<file path="config.mk">
export PLATFORM = sky130hd
export DESIGN_NAME = ft245_sync_rx
export DESIGN_NICKNAME = d
export VERILOG_FILES = /design/src/rtl/ft_if_pkg.sv /design/src/rtl/sync_fifo_fwft.sv /design/src/rtl/ft245_sync_rx.sv
export SDC_FILE = /design/constraint.sdc
export NUM_CORES = 1
export LEC_CHECK = 0
export ABC_AREA = 0
export CORE_MARGIN = 3
export CORE_UTILIZATION = 53
export CTS_CLUSTER_DIAMETER = 150
export DETAILED_ROUTE_END_ITERATION = 12
export GPL_TIMING_DRIVEN = 1
export PLACE_DENSITY = 0.86
export SYNTH_ARGS = -nofsm -noshare
export SYNTH_HDL_FRONTEND = slang
export SYNTH_HIERARCHICAL = 1
export SYNTH_SLANG_ARGS = --single-unit
</file>
<file path="constraint.sdc">
create_clock -name clk_i -period 3 [get_ports clk_i]
set_input_delay 0.6 -clock clk_i [delete_from_list [all_inputs] [get_ports clk_i]]
set_output_delay 0.6 -clock clk_i [all_outputs]
set_load 0.005 [all_outputs]
</file>
<file path="src/rtl/ft_if_pkg.sv">
// Shared definitions for the FT245 synchronous FIFO bus blocks:
// FSM encodings, active-low bus levels and a width helper.
package ft_if_pkg;

    localparam logic [1:0] IDLE = 2'd0;
    localparam logic [1:0] TURN = 2'd1;
    localparam logic [1:0] READ = 2'd2;

    localparam logic HI = 1'b1;
    localparam logic LO = 1'b0;

    // Bits needed to hold values up to value-1; never returns less than 1.
    function automatic int clog2(input int value);
        for (int i = 1; i < 31; i++) begin
            if ((1 << i) >= value) begin
                return i;
            end
        end
        return 31;
    endfunction

endpackage

</file>
<file path="src/rtl/sync_fifo_fwft.sv">
// First-word-fall-through FIFO with a registered output stage.
// level counts every stored word, including the one on rd_data.
module sync_fifo_fwft #(
    parameter int DATA_WIDTH = 8,
    parameter int DEPTH_LOG2 = 4
) (
    input  logic                  clk,
    input  logic                  rst,
    input  logic                  wr_en,
    input  logic [DATA_WIDTH-1:0] wr_data,
    input  logic                  rd_en,
    output logic [DATA_WIDTH-1:0] rd_data,
    output logic                  rd_valid,
    output logic [DEPTH_LOG2:0]   level,
    output logic                  full
);

    localparam int DEPTH = 1 << DEPTH_LOG2;
    localparam int LW    = DEPTH_LOG2 + 1;

    logic [DATA_WIDTH-1:0] mem [DEPTH];
    logic [DEPTH_LOG2-1:0] wr_ptr;
    logic [DEPTH_LOG2-1:0] rd_ptr;
    logic [DEPTH_LOG2-1:0] rd_ptr_next;
    logic [LW-1:0]         level_after_pop;
    logic                  pop;
    logic                  push;

    // A full FIFO still accepts a write when the head leaves on the same edge.
    assign full            = (level == LW'(DEPTH));
    assign pop             = rd_en & rd_valid;
    assign push            = wr_en & (~full | pop);
    assign rd_ptr_next     = rd_ptr + DEPTH_LOG2'(pop);
    assign level_after_pop = level - LW'(pop);

    // A word written on this edge becomes visible on the following one.
    always_ff @(posedge clk or posedge rst) begin
        if (rst) begin
            wr_ptr   <= '0;
            rd_ptr   <= '0;
            level    <= '0;
            rd_valid <= 1'b0;
            rd_data  <= '0;
        end else begin
            if (push) begin
                wr_ptr <= wr_ptr + DEPTH_LOG2'(1);
            end
            rd_ptr   <= rd_ptr_next;
            level    <= level_after_pop + LW'(push);
            rd_valid <= (level_after_pop != '0);
            if (level_after_pop != '0) begin
                rd_data <= mem[rd_ptr_next];
            end
        end
    end

    always_ff @(posedge clk) begin
        if (push) begin
            mem[wr_ptr] <= wr_data;
        end
    end

endmodule

</file>
<file path="src/rtl/ft245_sync_rx.sv">
// FT2232H 245-synchronous receive path: sequences OE#/RD# from RXF#,
// captures host words into a FWFT FIFO and streams them out.
module ft245_sync_rx #(
    parameter int DATA_WIDTH = 8,
    parameter int DEPTH_LOG2 = 4,
    parameter int MAX_BURST  = 64
) (
    input  logic                  clk_i,
    input  logic                  rst_i,
    input  logic                  enable_i,
    input  logic                  rxf_n_i,
    input  logic [DATA_WIDTH-1:0] data_i,
    output logic                  oe_n_o,
    output logic                  rd_n_o,
    output logic [DATA_WIDTH-1:0] m_data_o,
    output logic                  m_valid_o,
    input  logic                  m_ready_i,
    output logic [DEPTH_LOG2:0]   level_o,
    output logic [31:0]           byte_cnt_o,
    output logic                  ovf_o
);

    import ft_if_pkg::*;

    localparam int DEPTH   = 1 << DEPTH_LOG2;
    localparam int LW      = DEPTH_LOG2 + 1;
    localparam int LW1     = LW + 1;
    localparam int BURST_W = clog2(MAX_BURST + 1);
    localparam int BW1     = BURST_W + 1;

    localparam logic [LW-1:0]  START_LEVEL = LW'(DEPTH - 3);
    localparam logic [LW1-1:0] STOP_LEVEL  = LW1'(DEPTH - 1);
    localparam logic [BW1-1:0] BURST_LIMIT = BW1'(MAX_BURST);

    logic [1:0]         state;
    logic               oe_n;
    logic               rd_n;
    logic [BURST_W-1:0] burst_cnt;
    logic [BW1-1:0]     burst_next;
    logic [LW1-1:0]     level_next;
    logic [31:0]        byte_cnt;
    logic               ovf;
    logic               fifo_full;
    logic               capture;
    logic               pop;
    logic               wr_ok;
    logic               start_ok;
    logic               burst_done;
    logic               exit_read;

    // The bus hands over a word whenever RD# is low and the host still has data.
    assign capture    = (rd_n == LO) && (rxf_n_i == LO);
    assign pop        = m_valid_o & m_ready_i;
    assign wr_ok      = capture & (~fifo_full | pop);
    assign level_next = {1'b0, level_o} + LW1'(wr_ok) - LW1'(pop);
    assign burst_next = {1'b0, burst_cnt} + BW1'(capture);

    // Starting at DEPTH-3 leaves room for the exit-edge word of the longest burst.
    assign start_ok   = enable_i && (rxf_n_i == LO) && (level_o <= START_LEVEL);
    assign burst_done = (MAX_BURST != 0) && (burst_next >= BURST_LIMIT);
    assign exit_read  = (rxf_n_i == HI) || (level_next >= STOP_LEVEL) || burst_done;

    always_ff @(posedge clk_i or posedge rst_i) begin
        if (rst_i) begin
            state     <= IDLE;
            oe_n      <= HI;
            rd_n      <= HI;
            burst_cnt <= '0;
        end else begin
            case (state)
                IDLE: begin
                    rd_n <= HI;
                    if (start_ok) begin
                        state     <= TURN;
                        oe_n      <= LO;
                        burst_cnt <= '0;
                    end else begin
                        oe_n <= HI;
                    end
                end
                TURN: begin
                    state <= READ;
                    oe_n  <= LO;
                    rd_n  <= LO;
                end
                READ: begin
                    burst_cnt <= burst_next[BURST_W-1:0];
                    if (exit_read) begin
                        state <= IDLE;
                        oe_n  <= HI;
                        rd_n  <= HI;
                    end
                end
                default: begin
                    state <= IDLE;
                    oe_n  <= HI;
                    rd_n  <= HI;
                end
            endcase
        end
    end

    // Dropped words still count as bus traffic; overflow stays set until reset.
    always_ff @(posedge clk_i or posedge rst_i) begin
        if (rst_i) begin
            byte_cnt <= '0;
            ovf      <= 1'b0;
        end else begin
            if (capture) begin
                byte_cnt <= byte_cnt + 32'd1;
            end
            if (capture && fifo_full && !pop) begin
                ovf <= 1'b1;
            end
        end
    end

    sync_fifo_fwft #(
        .DATA_WIDTH (DATA_WIDTH),
        .DEPTH_LOG2 (DEPTH_LOG2)
    ) u_fifo (
        .clk      (clk_i),
        .rst      (rst_i),
        .wr_en    (capture),
        .wr_data  (data_i),
        .rd_en    (m_ready_i),
        .rd_data  (m_data_o),
        .rd_valid (m_valid_o),
        .level    (level_o),
        .full     (fifo_full)
    );

    assign oe_n_o     = oe_n;
    assign rd_n_o     = rd_n;
    assign byte_cnt_o = byte_cnt;
    assign ovf_o      = ovf;

endmodule

</file>
Word-level counts from Yosys, hierarchy flattened
Memory sizes are Yosys's and may differ from the RTL's. A register that Yosys moved wholly into a read port is not among the register bits.
Index checks and enable logic that the tools add are counted.
- output and inout bits: 49
- logic and storage cells: 57
- register bits after elaboration: 58
- memories kept: 1
- memory bits (writable): 128
- input port bits: 13
- reduce and logical (&&, ||, !) cells: 13
- add/subtract/negate cells: 8
- multiplexer cells: 11
- equal/unequal tests: 5
- bitwise gates (word level): 6
- order comparisons: 3
- memories (name ; depth ; width ; read ports ; clocked after memory_dff ; write ports ; RTL line ; RTL):
    u_fifo.mem ; 16 ; 8 ; 1 ; 1 ; 1 ; sync_fifo_fwft.sv:21 ; logic [DATA_WIDTH-1:0] mem [DEPTH];
- operator list (operator ; number):
    32-bit by 1-bit adder with 32-bit output, second input constant ; 1
    7-bit one-hot mux with 2 select lines ; 1
    7-bit by 1-bit adder with 8-bit output ; 1
    8-bit by 7-bit greater-or-equal comparator with 1-bit output, second input constant ; 1
    7-bit 2-to-1 mux ; 1
    5-bit by 1-bit adder with 6-bit output ; 1
    6-bit by 4-bit greater-or-equal comparator with 1-bit output, second input constant ; 1
    2-bit one-hot mux with 3 select lines ; 1
    6-bit by 1-bit subtractor with 6-bit output ; 1
    5-bit by 1-bit adder with 5-bit output ; 1
    5-bit equality test, second input constant ; 1
    5-bit by 4-bit <= comparator with 1-bit output, second input constant ; 1
    1-bit logical AND ; 5
    5-bit nonzero test ; 1
    5-bit by 1-bit subtractor with 5-bit output ; 1
    4-bit by 1-bit adder with 4-bit output ; 1
    4-bit by 1-bit adder with 4-bit output, second input constant ; 1
    1-bit 2-to-1 mux ; 4
    2-bit 2-to-1 mux ; 2
    2-bit != test, second input constant ; 2
    2-bit AND reduction ; 2
    1-bit inverter ; 3
    1-bit one-hot mux with 3 select lines ; 1
    1-bit AND ; 2
    other kinds (8) ; 9

Longest topological paths before layout
- depth in word-level cells: 11
- depth in mapped cells: 14
- mapped depth without buffers: 14

By module
The synthesis kept the hierarchy.
- modules (own cells, without submodules) (module ; seq. area each (um^2) ; cells an instance ; instances ; area each (um^2)):
    sync_fifo_fwft ; 4394.2 ; 291 ; 1 ; 6179.7
    ft245_sync_rx ; 1103.6 ; 224 ; 1 ; 2367.3

Worst setup path after synthesis
Ideal clock, no wire load.
- kind: input -> register
- from: input port rxf_n_i
- to: register oe_n (netlist: oe_n_o)
- stages on the path: 14
- required time: 2.920 ns
- path buffers: 1
- path slack: -0.132 ns
- arrival: 3.052 ns
- setup time: 0.080 ns
- path through: or2_1 -> buf_6 -> inv_1 -> nand2_1 -> ha_1 -> inv_1 -> ha_1 -> inv_1 -> fa_1 -> xor2_1 -> nor3b_1 -> o311ai_0 -> nand4_1 -> o22a_1
- longest elaborated chain between the ends: 9
- elaborated cells on any way between the ends: 15
- those cells by class: 3 x add/sub; 2 x order compare; 1 x eq/ne; 2 x mux; 2 x bitwise; 5 x reduce/logical
- ends and longest elaborated chain (item ; RTL line ; RTL):
    from (decl) ; ft245_sync_rx.sv:11 ; input logic rxf_n_i,
    1-bit inverter * ; ft245_sync_rx.sv:52 ; assign capture = (rd_n == LO) && (rxf_n_i == LO);
    1-bit logical AND * ; ft245_sync_rx.sv:52 ;
    named net capture ; ft245_sync_rx.sv:44 ; logic capture;
    1-bit AND ; ft245_sync_rx.sv:54 ; assign wr_ok = capture & (~fifo_full | pop);
    5-bit by 1-bit adder with 6-bit output ; ft245_sync_rx.sv:55 ; assign level_next = {1'b0, level_o} + LW1'(wr_ok) - LW1'(pop);
    6-bit by 1-bit subtractor with 6-bit output ; ft245_sync_rx.sv:55 ;
    6-bit by 4-bit greater-or-equal comparator with 1-bit output ; ft245_sync_rx.sv:61 ; assign exit_read = (rxf_n_i == HI) || (level_next >= STOP_LEVEL) || burst_done;
    1-bit logical OR ; ft245_sync_rx.sv:61 ;
    1-bit logical OR * ; ft245_sync_rx.sv:61 ;
    2-bit != test (no line) * ; n/a ;
    to (signal assigned) ; ft245_sync_rx.sv:66 ; oe_n <= HI;
    to (signal assigned) ; ft245_sync_rx.sv:75 ; oe_n <= LO;
    to (signal assigned) ; ft245_sync_rx.sv:78 ; oe_n <= HI;
    to (decl) ; ft245_sync_rx.sv:36 ; logic oe_n;
Mark *: on every way through the listed nets, which the timed path passes. The rest lies on a longest branch.
A chain may end at the register's enable or synchronous reset.

Worst setup path after layout
- from: register u_fifo.level[2]
- to: register rd_n (netlist: rd_n_o)
- longest elaborated chain between the ends: 10
- ends and longest elaborated chain (item ; RTL line ; RTL):
    from (decl) ; sync_fifo_fwft.sv:14 ; output logic [DEPTH_LOG2:0] level,
    from (signal assigned) ; sync_fifo_fwft.sv:49 ; level <= level_after_pop + LW'(push);
    5-bit equality test ; sync_fifo_fwft.sv:30 ; assign full = (level == LW'(DEPTH));
    named net fifo_full ; ft245_sync_rx.sv:43 ; logic fifo_full;
    1-bit inverter ; ft245_sync_rx.sv:54 ;
    1-bit OR ; ft245_sync_rx.sv:54 ;
    1-bit AND ; ft245_sync_rx.sv:54 ;
    5-bit by 1-bit adder with 6-bit output ; ft245_sync_rx.sv:55 ;
    6-bit by 1-bit subtractor with 6-bit output ; ft245_sync_rx.sv:55 ;
    6-bit by 4-bit greater-or-equal comparator with 1-bit output ; ft245_sync_rx.sv:61 ;
    1-bit logical OR (2 in a row) ; ft245_sync_rx.sv:61 ;
    2-bit != test (no line) ; n/a ;
    to (signal assigned) ; ft245_sync_rx.sv:67 ; rd_n <= HI;
    to (signal assigned) ; ft245_sync_rx.sv:72 ; rd_n <= HI;
    to (signal assigned) ; ft245_sync_rx.sv:84 ; rd_n <= LO;
    to (decl) ; ft245_sync_rx.sv:37 ; logic rd_n;
The timed path passes the listed nets, and every way through them passes these cells.

==> run summary <==
The clock tree buffer depth was 2. After synthesis the netlist holds a flip-flop and latch count of 194. Data on the critical path arrives at its endpoint at 3.32 ns. Path type of the worst min-delay path: reg -> reg.

The number of buffers and inverters on the critical path is 2. VDD sags by at most 0.6526 mV. Measured along the y axis, the die boundary spans 133.0 um. For the final routed database, the setup TNS stands at 0 ns.

The final-report max-slew violation count came out at 0. In this design, the largest share of critical-path delay is due to simple AND/OR/NAND/NOR gates. Dividing the detail-routed wire length by the instance count gives 19.68 um.

The logs give 0 for the final number of setup-violating endpoints and 0.42 ns for the clock latency reported for the late side of the worst-skew pair. Element type at the critical path end: a flop. The worst setup path is launched from a flop. For this block, the routed nets add up to 16,710 um of wire. The area added between synthesis and finish came out at 21.11%. The number of nets still failing antenna checks after routing was 0. Starting density of the core: 55.20%.

Number of antenna violations at the first check in global routing: 0. The H-tree was split into 4 levels. Number of global-route vias before repair: 5,055. Global routing used 19.90% of the available tracks. TritonCTS built the clock tree.

For the worst slack on hold paths, the log shows 0.4702 ns. First-pass GRT wire length: 27,180 um. The repair_antennas step left the layout with diodes totalling 0. The tools report the fmax as 337.3 MHz. The total count of hold-check failures in the final report came out at 0. Number of nets in the layout: 661.

The initialized floorplan defines 45 standard-cell rows. The die is 133.0 um wide. In this run, the number of DRC markers left after iteration 0 of detailed routing was 359.

After layout, the minimum clock period comes to 2.965 ns. The clock arrives with 0.008476 ns of skew. The final critical path takes up 98.83% of the cycle. Cells with a size suffix above 1 make up 15.99% of the layout. The half-perimeter wire length after detailed placement is 11,150 um, and the number of I/O port buffers is 61. For the pin with the worst max-slew slack, the measured transition is 0.9025 ns. Entering global routing, the biggest net connects 34 pins. The signal on the critical path passes through or3_4, nor2_4, nand2_2, nand2_1, ha_1, inv_1, ha_2, inv_2, fa_2, xor2_1, nor3b_2, o311ai_2, nand4_1, o21a_1. On the critical path, the stage with the largest delay is an instance of sky130_fd_sc_hd__fa_2. In this run, distinct cell masters in the synthesized netlist total 56. The hold buffer count at CTS was 0; the post-placement cell count was 815. The buffer cell driving the clock tree root was sky130_fd_sc_hd__clkbuf_16. The number of synthesis warnings is 6, and the post-synthesis area per instance is 16.60 sq um. Most frequently used flop master after synthesis: sky130_fd_sc_hd__edfxtp_1. The number of maximum-capacitance constraint violations was 0; the number of vias per cell was 5.657. The category of the critical setup timing path is reg -> reg. Of all nets on the critical path, the largest fanout is 5. After synthesis the cells add up to 8547 sq um.

The run gives 17 as the number of buffers created by CTS. The total via count after detailed routing was 4,803; the fraction of synthesis flops using an asynchronous set or reset pin was 34.02%. The largest single stage delay on the critical path is 0.42 ns.

In this run, synthesis inferred 128 flip-flops with an integrated enable. The number of detailed-route iterations in the first pass is 4. The count of clock tree sinks was 194; the residual overflow from global routing was 0.

The worst-case headroom to the max-slew limit is 39.77%, and the required time at the endpoint of the critical path is 3.35 ns. After technology mapping, the gate count stands at 515. After detailed routing, the number of remaining DRC violations is 0.

The final design area excluding fillers is 10,350 sq um, and the I/O pin count is 62. Counting every net in the synthesized netlist gives 551. The die covers 17,690 sq um. The flow ran to the end, and the final reports show no timing, DRC or antenna violations.

The core region is 15,480 sq um. For this run, the number of standard cells in the final layout without fillers is 849. In this run the power density over the cells is 889.1 nW/um^2.

Clock-pin slew was measured on the worst setup and hold paths at 0.07 ns. In this run the cell area measured after placement is 9681 sq um. Setup repair after global routing could not meet its margin everywhere. At the end of routability-driven placement, the weighted congestion stood at 0.8519.

The share of the Yosys chip area taken by registers is 64.32%. Total leakage power: 0.004017 uW.
[placed cells by master, fill, tap and decap left out, types with 6 or more instances in the layout]
cell / instances
sky130_fd_sc_hd__nand3_1: 11
sky130_fd_sc_hd__clkbuf_16: 17
sky130_fd_sc_hd__xor2_1: 10
sky130_fd_sc_hd__mux2_2: 10
sky130_fd_sc_hd__ha_1: 21
sky130_fd_sc_hd__nor2_1: 11
sky130_fd_sc_hd__buf_4: 34
sky130_fd_sc_hd__nand4_1: 10
sky130_fd_sc_hd__clkdlybuf4s50_1: 60
sky130_fd_sc_hd__mux4_1: 32
sky130_fd_sc_hd__xnor2_1: 31
sky130_fd_sc_hd__and2_1: 22
sky130_fd_sc_hd__mux2i_1: 26
sky130_fd_sc_hd__nor3_1: 6
sky130_fd_sc_hd__inv_1: 20
sky130_fd_sc_hd__dfrtp_1: 64
sky130_fd_sc_hd__edfxtp_1: 128
sky130_fd_sc_hd__nor3b_1: 6
sky130_fd_sc_hd__o21ai_0: 8
sky130_fd_sc_hd__nand2_1: 26
[power breakdown]
| part | internal (uW) | switching [uW] |
|---|---|---|
| combinational | 1880 | 1660 |
| sequential | 3110 | 208 |
| clock | 1350 | 992 |
[cell type report]
class / count / area (sq um)
repair buffers: 100 / 968.4
multi-input cells: 289 / 2917
clock buffers: 19 / 442.9
flip-flops and latches: 194 / 5498
fillers: 993 / 5132
inverters: 23 / 90.09
well taps: 211 / 264.0
clock inverters: 13 / 171.4
[through the flow]
step | worst slack [ns] | util, % | power [uW]
floorplan | 0.03241 | - | 5673
global placement | -0.2863 | 62.52 | 6603
detailed placement | -0.4857 | 62.52 | 6805
CTS | 0.03581 | 66.49 | 9195
global route | -0.1240 | 66.85 | 9659
finish | 0.03500 | 66.85 | 9203
[sequential cells by signal (all words and copies together) (netlist names)]
| signal | count |
|---|---|
| burst_cnt | 7 |
| byte_cnt_o | 32 |
| oe_n_o | 1 |
| ovf_o | 1 |
| rd_n_o | 1 |
| state | 2 |
| u_fifo/level | 5 |
| u_fifo/mem | 128 |
| u_fifo/rd_data | 8 |
| u_fifo/rd_ptr | 4 |
| u_fifo/rd_valid | 1 |
| u_fifo/wr_ptr | 4 |
[cells in the mapped netlist, drive strengths merged (3+ instances only)]
master	count	area [sq um]
nor2	12	45.04
nand4	11	83.83
mux2	10	112.6
o21ai	8	40.04
o21a	3	22.52
dfrtp	64	1602
a22o	3	26.28
nor3b	7	52.55
and4	3	26.28
mux4	32	840.8
xnor2	31	271.5
and3	4	25.02
nand3b	4	30.03
edfxtp	128	3844
and2	22	137.6
inv	23	86.33
nor3	7	46.30
nand3	11	55.05
ha	22	275.3
buf	7	80.07
nand2b	5	31.28
nor2b	3	18.77
xor2	12	142.6
mux2i	26	260.3
nand2	27	101.4
[final timing paths]
kind                            startpoint               end  slack (ns)  cells after the start
setup / recovery           u_fifo/level[2]            rd_n_o        0.04                     14
hold / removal              byte_cnt_o[31]    byte_cnt_o[31]        0.47                      1
setup reg to reg           u_fifo/level[2]            rd_n_o        0.04                     14
hold reg to reg             byte_cnt_o[31]    byte_cnt_o[31]        0.47                      1
max in group asynchronous            rst_i  u_fifo/wr_ptr[3]        1.70                      2
min in group asynchronous            rst_i          state[1]        0.56                      2
[worst register-to-register path, stage by stage, from the launching register on]
cell and delay [ns]:
sky130_fd_sc_hd__dfrtp_1 0.38, sky130_fd_sc_hd__or3_4 0.41, sky130_fd_sc_hd__nor2_4 0.12, sky130_fd_sc_hd__nand2_2 0.06, sky130_fd_sc_hd__nand2_1 0.06, sky130_fd_sc_hd__ha_1 0.22
sky130_fd_sc_hd__inv_1 0.07, sky130_fd_sc_hd__ha_2 0.18, sky130_fd_sc_hd__inv_2 0.04, sky130_fd_sc_hd__fa_2 0.42, sky130_fd_sc_hd__xor2_1 0.18, sky130_fd_sc_hd__nor3b_2 0.07
sky130_fd_sc_hd__o311ai_2 0.27, sky130_fd_sc_hd__nand4_1 0.19, sky130_fd_sc_hd__o21a_1 0.22
[routing by layer]
metal	wire length (um)	vias to the layer above	track usage, %	share of wire [%]
li1	-	2203	-	-
met1	6731	2454	24.59	40
met2	9037	134	35.44	54
met3	795	12	4.677	4.8
met4	140	0	5.023	0.84
met5	0	-	0	0
[logic make-up (layout without fill, tap and decap cells)]
kind of cell,count (synthesis),count (layout),share of synthesized area [%]
adder cells (fa/ha/maj),23,23,3.455
multiplexers,68,68,14.20
buffers and inverters,32,155,2.035
XOR/XNOR,43,43,4.845
flip-flops,194,194,64.32
AND/OR/NAND/NOR,126,126,8.623
AO/OA/AOI/OAI,29,29,2.518
[timing repair]
item                                    CTS  global route
endpoints found under the setup margin    2             3
resized for setup                         1            11
cloned                                    0             0
buffers inserted                          0             2
pin swaps                                 1            10
Power figures use the tool's default switching activity.
